File: src/rtl/wb_arb_pkg.sv
// Shared types and constants for the Wishbone fetch/data memory arbiter.
package wb_arb_pkg;

  // State encoding matches the one-hot grant vector {data, fetch}
  typedef enum logic [1:0] {
    ARB_IDLE  = 2'b00,
    ARB_GNT_I = 2'b01,
    ARB_GNT_D = 2'b10
  } arb_state_e;

  localparam logic [1:0] GRANT_I = 2'b01;
  localparam logic [1:0] GRANT_D = 2'b10;

  // Width of the bus-hold watchdog counter
  localparam int TIMEOUT_W = 16;

endpackage

File: src/rtl/wb_arb_watchdog.sv
// Bus-hold watchdog: counts consecutive granted cycles without a slave
// response and flags expiry once the count reaches TIMEOUT_CYCLES.
// Only instantiated when WB_ARB_TIMEOUT_EN is defined.
module wb_arb_watchdog
  import wb_arb_pkg::*;
#(
  parameter int TIMEOUT_CYCLES = 255
) (
  input  logic clk_i,
  input  logic rst_ni,
  input  logic i_active,
  input  logic i_clear,
  output logic o_expired
);

  localparam logic [TIMEOUT_W-1:0] LP_LIMIT = TIMEOUT_W'(TIMEOUT_CYCLES);

  logic [TIMEOUT_W-1:0] r_cnt;

  // Expiry is flagged in the granted cycle where the count hits the limit
  assign o_expired = i_active & (r_cnt == LP_LIMIT);

  // Count granted cycles; restart when idle, on a response, or on expiry
  always_ff @(posedge clk_i or negedge rst_ni) begin
    if (!rst_ni) begin
      r_cnt <= '0;
    end else if (!i_active || i_clear || o_expired) begin
      r_cnt <= '0;
    end else if (r_cnt != '1) begin
      r_cnt <= r_cnt + 1'b1;
    end
  end

endmodule

File: src/rtl/wb_mem_arbiter.sv
// Two-master (fetch / data) round-robin arbiter onto one shared Wishbone B4
// slave. Request signals are muxed combinationally from the owner; slave
// responses pass straight back to the owner with no added latency.
// Optional bus-hold watchdog enabled by defining WB_ARB_TIMEOUT_EN.
module wb_mem_arbiter
  import wb_arb_pkg::*;
#(
  parameter int XLEN           = 32,
  parameter int ADDR_WIDTH     = 32,
  parameter int TIMEOUT_CYCLES = 255
) (
  input  logic                  clk_i,
  input  logic                  rst_ni,
  // fetch master (read-only)
  input  logic                  i_cyc_i,
  input  logic                  i_stb_i,
  input  logic [ADDR_WIDTH-1:0] i_adr_i,
  input  logic [XLEN/8-1:0]     i_sel_i,
  output logic                  i_ack_o,
  output logic                  i_err_o,
  output logic [XLEN-1:0]       i_dat_o,
  // data master
  input  logic                  d_cyc_i,
  input  logic                  d_stb_i,
  input  logic                  d_we_i,
  input  logic [ADDR_WIDTH-1:0] d_adr_i,
  input  logic [XLEN-1:0]       d_dat_i,
  input  logic [XLEN/8-1:0]     d_sel_i,
  output logic                  d_ack_o,
  output logic                  d_err_o,
  output logic [XLEN-1:0]       d_dat_o,
  // shared slave
  output logic                  s_cyc_o,
  output logic                  s_stb_o,
  output logic                  s_we_o,
  output logic [ADDR_WIDTH-1:0] s_adr_o,
  output logic [XLEN-1:0]       s_dat_o,
  output logic [XLEN/8-1:0]     s_sel_o,
  input  logic                  s_ack_i,
  input  logic                  s_err_i,
  input  logic [XLEN-1:0]       s_dat_i,
  // status
  output logic [1:0]            grant_o,
  output logic                  timeout_o
);

  arb_state_e r_state;
  arb_state_e w_next;
  logic       r_last_d;   // 1: data master owned the bus most recently

  logic w_req_i;
  logic w_req_d;
  logic w_gnt_i;
  logic w_gnt_d;
  logic w_done;
  logic w_timeout;
  logic w_err;
  logic w_ack;

  assign w_req_i = i_cyc_i & i_stb_i;
  assign w_req_d = d_cyc_i & d_stb_i;
  assign w_gnt_i = (r_state == ARB_GNT_I);
  assign w_gnt_d = (r_state == ARB_GNT_D);
  assign w_done  = s_ack_i | s_err_i;

`ifdef WB_ARB_TIMEOUT_EN
  wb_arb_watchdog #(
    .TIMEOUT_CYCLES(TIMEOUT_CYCLES)
  ) u_watchdog (
    .clk_i    (clk_i),
    .rst_ni   (rst_ni),
    .i_active (w_gnt_i | w_gnt_d),
    .i_clear  (w_done),
    .o_expired(w_timeout)
  );
`else
  // Without the watchdog the limit has no effect; a grant is held until
  // the owner finishes or aborts.
  logic [TIMEOUT_W-1:0] w_unused_limit;
  assign w_unused_limit = TIMEOUT_W'(TIMEOUT_CYCLES);
  assign w_timeout      = 1'b0;
`endif

  assign timeout_o = w_timeout;
  assign grant_o   = w_gnt_d ? GRANT_D : (w_gnt_i ? GRANT_I : 2'b00);

  // Next-state: round-robin on ties, immediate hand-over on completion
  always_comb begin
    w_next = r_state;
    unique case (r_state)
      ARB_IDLE: begin
        if (w_req_d && (!w_req_i || !r_last_d)) begin
          w_next = ARB_GNT_D;
        end else if (w_req_i) begin
          w_next = ARB_GNT_I;
        end
      end
      ARB_GNT_I: begin
        if (w_timeout || !i_cyc_i) begin
          w_next = ARB_IDLE;
        end else if (w_done) begin
          if (w_req_d)      w_next = ARB_GNT_D;
          else if (w_req_i) w_next = ARB_GNT_I;
          else              w_next = ARB_IDLE;
        end
      end
      ARB_GNT_D: begin
        if (w_timeout || !d_cyc_i) begin
          w_next = ARB_IDLE;
        end else if (w_done) begin
          if (w_req_i)      w_next = ARB_GNT_I;
          else if (w_req_d) w_next = ARB_GNT_D;
          else              w_next = ARB_IDLE;
        end
      end
      default: w_next = ARB_IDLE;
    endcase
  end

  // Arbiter state and last-owner memory (last owner resets to fetch)
  always_ff @(posedge clk_i or negedge rst_ni) begin
    if (!rst_ni) begin
      r_state  <= ARB_IDLE;
      r_last_d <= 1'b0;
    end else begin
      r_state <= w_next;
      if (w_next == ARB_GNT_D) begin
        r_last_d <= 1'b1;
      end else if (w_next == ARB_GNT_I) begin
        r_last_d <= 1'b0;
      end
    end
  end

  // Slave request mux; fetch never writes, idle drives all zeros
  always_comb begin
    s_cyc_o = 1'b0;
    s_stb_o = 1'b0;
    s_we_o  = 1'b0;
    s_adr_o = '0;
    s_dat_o = '0;
    s_sel_o = '0;
    if (w_gnt_i) begin
      s_cyc_o = i_cyc_i & ~w_timeout;
      s_stb_o = i_stb_i & ~w_timeout;
      s_adr_o = i_adr_i;
      s_sel_o = i_sel_i;
    end else if (w_gnt_d) begin
      s_cyc_o = d_cyc_i & ~w_timeout;
      s_stb_o = d_stb_i & ~w_timeout;
      s_we_o  = d_we_i;
      s_adr_o = d_adr_i;
      s_dat_o = d_dat_i;
      s_sel_o = d_sel_i;
    end
  end

  // Error (slave or watchdog) takes precedence over ack
  assign w_err = s_err_i | w_timeout;
  assign w_ack = s_ack_i & ~w_err;

  // Responses reach only the owner, and only while its cycle is live
  always_comb begin
    i_ack_o = w_gnt_i & i_cyc_i & w_ack;
    i_err_o = w_gnt_i & i_cyc_i & w_err;
    i_dat_o = w_gnt_i ? s_dat_i : '0;
    d_ack_o = w_gnt_d & d_cyc_i & w_ack;
    d_err_o = w_gnt_d & d_cyc_i & w_err;
    d_dat_o = w_gnt_d ? s_dat_i : '0;
  end

endmodule
File: config.mk
export PLATFORM = sky130hd
export DESIGN_NAME = wb_mem_arbiter
export DESIGN_NICKNAME = d
export VERILOG_FILES = /design/src/rtl/wb_arb_pkg.sv /design/src/rtl/wb_arb_watchdog.sv /design/src/rtl/wb_mem_arbiter.sv
export SDC_FILE = /design/constraint.sdc
export NUM_CORES = 1
export LEC_CHECK = 0
export CAP_MARGIN = 0
export CORE_AREA = 8 8 106 108
export DETAILED_ROUTE_END_ITERATION = 10
export DIE_AREA = 0 0 114 116
export GPL_TIMING_DRIVEN = 0
export PLACE_DENSITY = 0.69
export REMOVE_ABC_BUFFERS = 1
export SETUP_SLACK_MARGIN = 0.15
export SKIP_CTS_REPAIR_TIMING = 1
export SLEW_MARGIN = 20
export SYNTH_ARGS = -nofsm -noshare
export SYNTH_HDL_FRONTEND = slang
export SYNTH_SLANG_ARGS = --single-unit
File: constraint.sdc
create_clock -name clk_i -period 2.57 [get_ports clk_i]
set_clock_uncertainty 0.05 [all_clocks]
set_input_delay 0.771 -clock clk_i [delete_from_list [all_inputs] [get_ports clk_i]]
set_output_delay 0.771 -clock clk_i [all_outputs]
set_load 0.03 [all_outputs]
After elaboration in Yosys (flattened, before gate mapping)
Cells that the tools add are included.
{ "op_classes": {"n_mux": 29, "n_eq_ne": 4, "n_bitwise": 11, "reduce_logical": 6} }
{ "op_table": {"columns": ["op", "count"], "rows": [
  ["2-to-1 mux 32 bit", 6],
  ["2-to-1 mux 2 bit", 10],
  ["2-to-1 mux 1 bit", 10],
  ["AND 1 bit", 9],
  ["2-to-1 mux 4 bit", 2],
  ["one-hot mux 2 bit (3 select lines)", 1],
  ["equality test 2 x 1 -> 1 bit, second input constant", 2],
  ["equality test 2 bit, second input constant", 2],
  ["logical NOT 1 bit", 2],
  ["logical NOT 2 bit", 1],
  ["nonzero test 2 bit", 1],
  ["logical AND 1 bit", 1],
  ["logical OR 1 bit", 1],
  ["NOT 1 bit", 1],
  ["OR 1 bit", 1]
]} }
{ "totals": {"register_bits": 3, "out_inout_bits": 142} }

Longest topological paths before layout
{ "depth": {"word_depth": 9, "mapped_depth": 7, "mapped_depth_nobuf": 5} }

Worst setup path before layout
OpenSTA, ideal clock, no wires.
{ "synth_path": {"path_type": "input-to-output", "start": "in d_cyc_i", "end": "out d_ack_o", "path_buffers": 0, "setup_slack_ps": 426, "t_arrival_ps": 1323, "required_time_ps": 1749, "cell_stages": 2, "cell_sequence": "nand3b_1 nor2_1"} }
{ "synth_between": {"elab_chain_len": 2} }
{ "synth_rtl": {"columns": ["item", "line", "text"], "rows": [
  ["start: declaration", "wb_mem_arbiter.sv:23", "input logic d_cyc_i,"],
  ["AND 1 bit (2 in series)", "wb_mem_arbiter.sv:167", "d_ack_o = w_gnt_d & d_cyc_i & w_ack;"],
  ["end: declaration", "wb_mem_arbiter.sv:29", "output logic d_ack_o,"]
]} }
Every way passes these cells.

Worst setup path after layout
{ "layout_path": {"start": "reg r_state[0]", "end": "out s_adr_o[2]"} }
{ "layout_between": {"elab_chain_len": 3} }
{ "layout_rtl": {"columns": ["item", "line", "text"], "rows": [
  ["start: declaration", "wb_mem_arbiter.sv:47", "arb_state_e r_state;"],
  ["start signal: assignment", "wb_mem_arbiter.sv:126", "r_state <= w_next;"],
  ["equality test 2 bit", "wb_mem_arbiter.sv:63", "assign w_gnt_d = (r_state == ARB_GNT_D);"],
  ["2-to-1 mux 32 bit", "wb_mem_arbiter.sv:148", "end else if (w_gnt_d) begin"],
  ["2-to-1 mux 32 bit *", "wb_mem_arbiter.sv:143", "if (w_gnt_i) begin"],
  ["end: declaration", "wb_mem_arbiter.sv:36", "output logic [ADDR_WIDTH-1:0] s_adr_o,"]
]} }
Every way passes the cells marked *; elsewhere a longest branch is shown, timed or not.

==> out/metrics.yaml <==
clock_tree:
  clk_path_buf_depth: 2
  clkLatencyLatePin_ns: 0.22
  cts.htree.levels: 1
  clkTransAtPathRegs_ns: 0.03
  cts_tree: "done"
  root_buffer: "clkbuf_8"
  cts_buffers: 3
  cts_num_sinks: 3
yosys:
  yosysTopAreaCell: "and2_1"
  yosysWarnings: 0
  synth_top_area_share_pct: 46.18
  ys_top_cells_by_area: "and2_1 46%, a22o_1 24%, dfrtp_1 5.7%, buf_2 4.5%, buf_6 3.4%"
  syn_area_um2: 1328
  synth_cell_types: 26
  yosys_register_bits: 3
  yosysSeqAreaShare_pct: 5.655
  synthCells: 185
  avgSynthCellArea_um2: 7.176
setup_path:
  worst_setup_path_end_kind: "output port"
  crit_fanout: 8
  r2r-start: "r_state[1]"
  reg2reg_to: "r_last_d"
  start_kind: "register"
  regToRegSetupSlack_ns: 0.34
  r2r_cells: 9
  required_ns: 1.75
  cp_data_arrival_time_ns: 1.62
  critPathKind: "register to output port"
final_layout:
  layoutNonFillerInstCount: 629
  antenna_cells: 0
  syn2layout_area_growth_pct: 230.9
  final_cell_mix: "138 x clkdlybuf4s50_1, 93 x and2_1, 54 x clkbuf_2"
  finish.net_count: 643
  fillers: 979
  layout_commonest_cell: "clkdlybuf4s50_1"
  drive_gt1_share_pct: 39.72
routing:
  wl_per_cell_um: 22.36
  ant_nets: 0
  first_pass_iters: 7
  drc_errors: 0
  drtIter0Drc: 100
  post_drt_via_cell_ratio: 4.256
  vias: 2677
  drt_wl_total_um: 14070
timing:
  hold_ws_ns: 0.4549
  hold_viol: 0
  setup_tns_ns: 0
  grt_setup_unrepaired: "true"
  fmax_mhz: 409.0
  finalSetupViolCount: 0
  period_share_pct: 95.14
  final.min_clock_period_ns: 2.445
  drv_slew: 0
global_routing:
  grt_max_degree: 105
  grt_pass1_wl_um: 15250
  grt_usage_pct: 14.82
  grt_pass1_vias: 2394
  overflow: 0
  met1_usage_pct: 15.04
  use_met2_pct: 28.67
  antenna_found_initial: 0
  grtUsageMet3_pct: 6.097
  grt-busiest-layer: "met2"
die:
  die_x_um: 114
  chipHeight_um: 116
  start_util_pct: 13.90
  dieArea_um2: 13220
  ioPinCount: 287
  rows: 36
  core_area_um2: 9549
run:
  drv_cap: 0
placed_design:
  dp_cells: 583
  place.gp.congestion: 0.8515
  post-dp-hpwl_um: 9574
  portBuffers: 285
min_path:
  worstHoldPathCells: 1
  whs_endpoint: "r_last_d"
  min_path_type: "register to register"
  hold_path.startpoint: "r_last_d"
power:
  power.leakage_nw: 2.196
  power_mw: 1.620
  peakVddDrop_uv: 250.3
  power.density_nw_per_um2: 368.7
status:
  status: "completed"
## power by group
part	switching, mW	leakage (nW)	internal, mW
Clock	0.0328	0.0228	0.106
Combinational	0.755	2.14	0.655
Sequential	0.0120	0.0366	0.0583
Total	0.800	2.20	0.819
## kinds of logic (layout without fill, tap and decap cells)
logic type      Yosys count  after routing  share of synthesized area, %
other cells               1              1                        0.2825
fa+ha+maj                 1              1                        0.9424
mux                       1              1                        0.8482
simple gates            114            126                         52.88
buf+inv                  21            320                         10.18
flops                     3              3                         5.655
compound gates           44             44                         29.22
## synthesized netlist by cell type (all sizes together)
cell type	number
nand3	2
o221ai	1
a21oi	1
nand4	1
mux2	1
nor2	4
and2b	1
ha	1
a22o	37
nand2	2
o211ai	1
buf	19
nand3b	2
clkbuf	2
dfrtp	3
o211a	1
and3	2
nand2b	1
a311oi	1
and2	98
o221a	1
conb	1
nor2b	1
o22ai	1
## worst max-delay path, stage by stage, from the launching register on
cell and delay (ns):
dfrtp_2 0.45, nor2b_4 0.17, buf_12 0.13, buf_4 0.13
clkbuf_16 0.14, a22o_1 0.21, buf_2 0.17
## registers in the layout, summed over array words and instances, names as in the netlist
signal    count
r_state       2
r_last_d      1
## stage by stage
stage	worst slack, ns	utilization, %	instance area (um2)
2_1_floorplan	-1.615	-	1192
3_3_place_gp	-3.168	44.10	4212
3_5_place_dp	-0.6076	44.39	4239
4_1_cts	-0.8492	44.86	4284
5_1_grt	0.05869	46.00	4393
6_report	0.1249	46.00	4393
## area by class of cell
class | count | area [um2] | area share (%)
multi-input combinational | 173 | 1267 | 28.85
sequential | 3 | 80.08 | 1.823
timing repair buffer | 316 | 2834 | 64.51
clock buffer | 4 | 45.04 | 1.025
tap | 133 | 166.4 | 3.788
## worst max-delay path by stage
stage / depth (start not counted) / startpoint / end / slack (ns)
after global routing: 6 / r_state[1] / s_adr_o[9] / 0.06
after CTS: 3 / r_state[0] / s_adr_o[16] / -0.85
final: 6 / r_state[0] / s_adr_o[2] / 0.12
after detailed placement: 4 / d_cyc_i / d_ack_o / -0.61
after global placement: 3 / r_state[1] / s_adr_o[16] / -3.17
after floorplan: 2 / r_state[1] / s_adr_o[0] / -1.61
## metal layers
layer	vias up	wire (um)
met5	-	0
met4	0	44
met3	7	1262
met2	144	7293
met1	1249	5465
li1	1277	-
(Power assumes the default switching activity.)
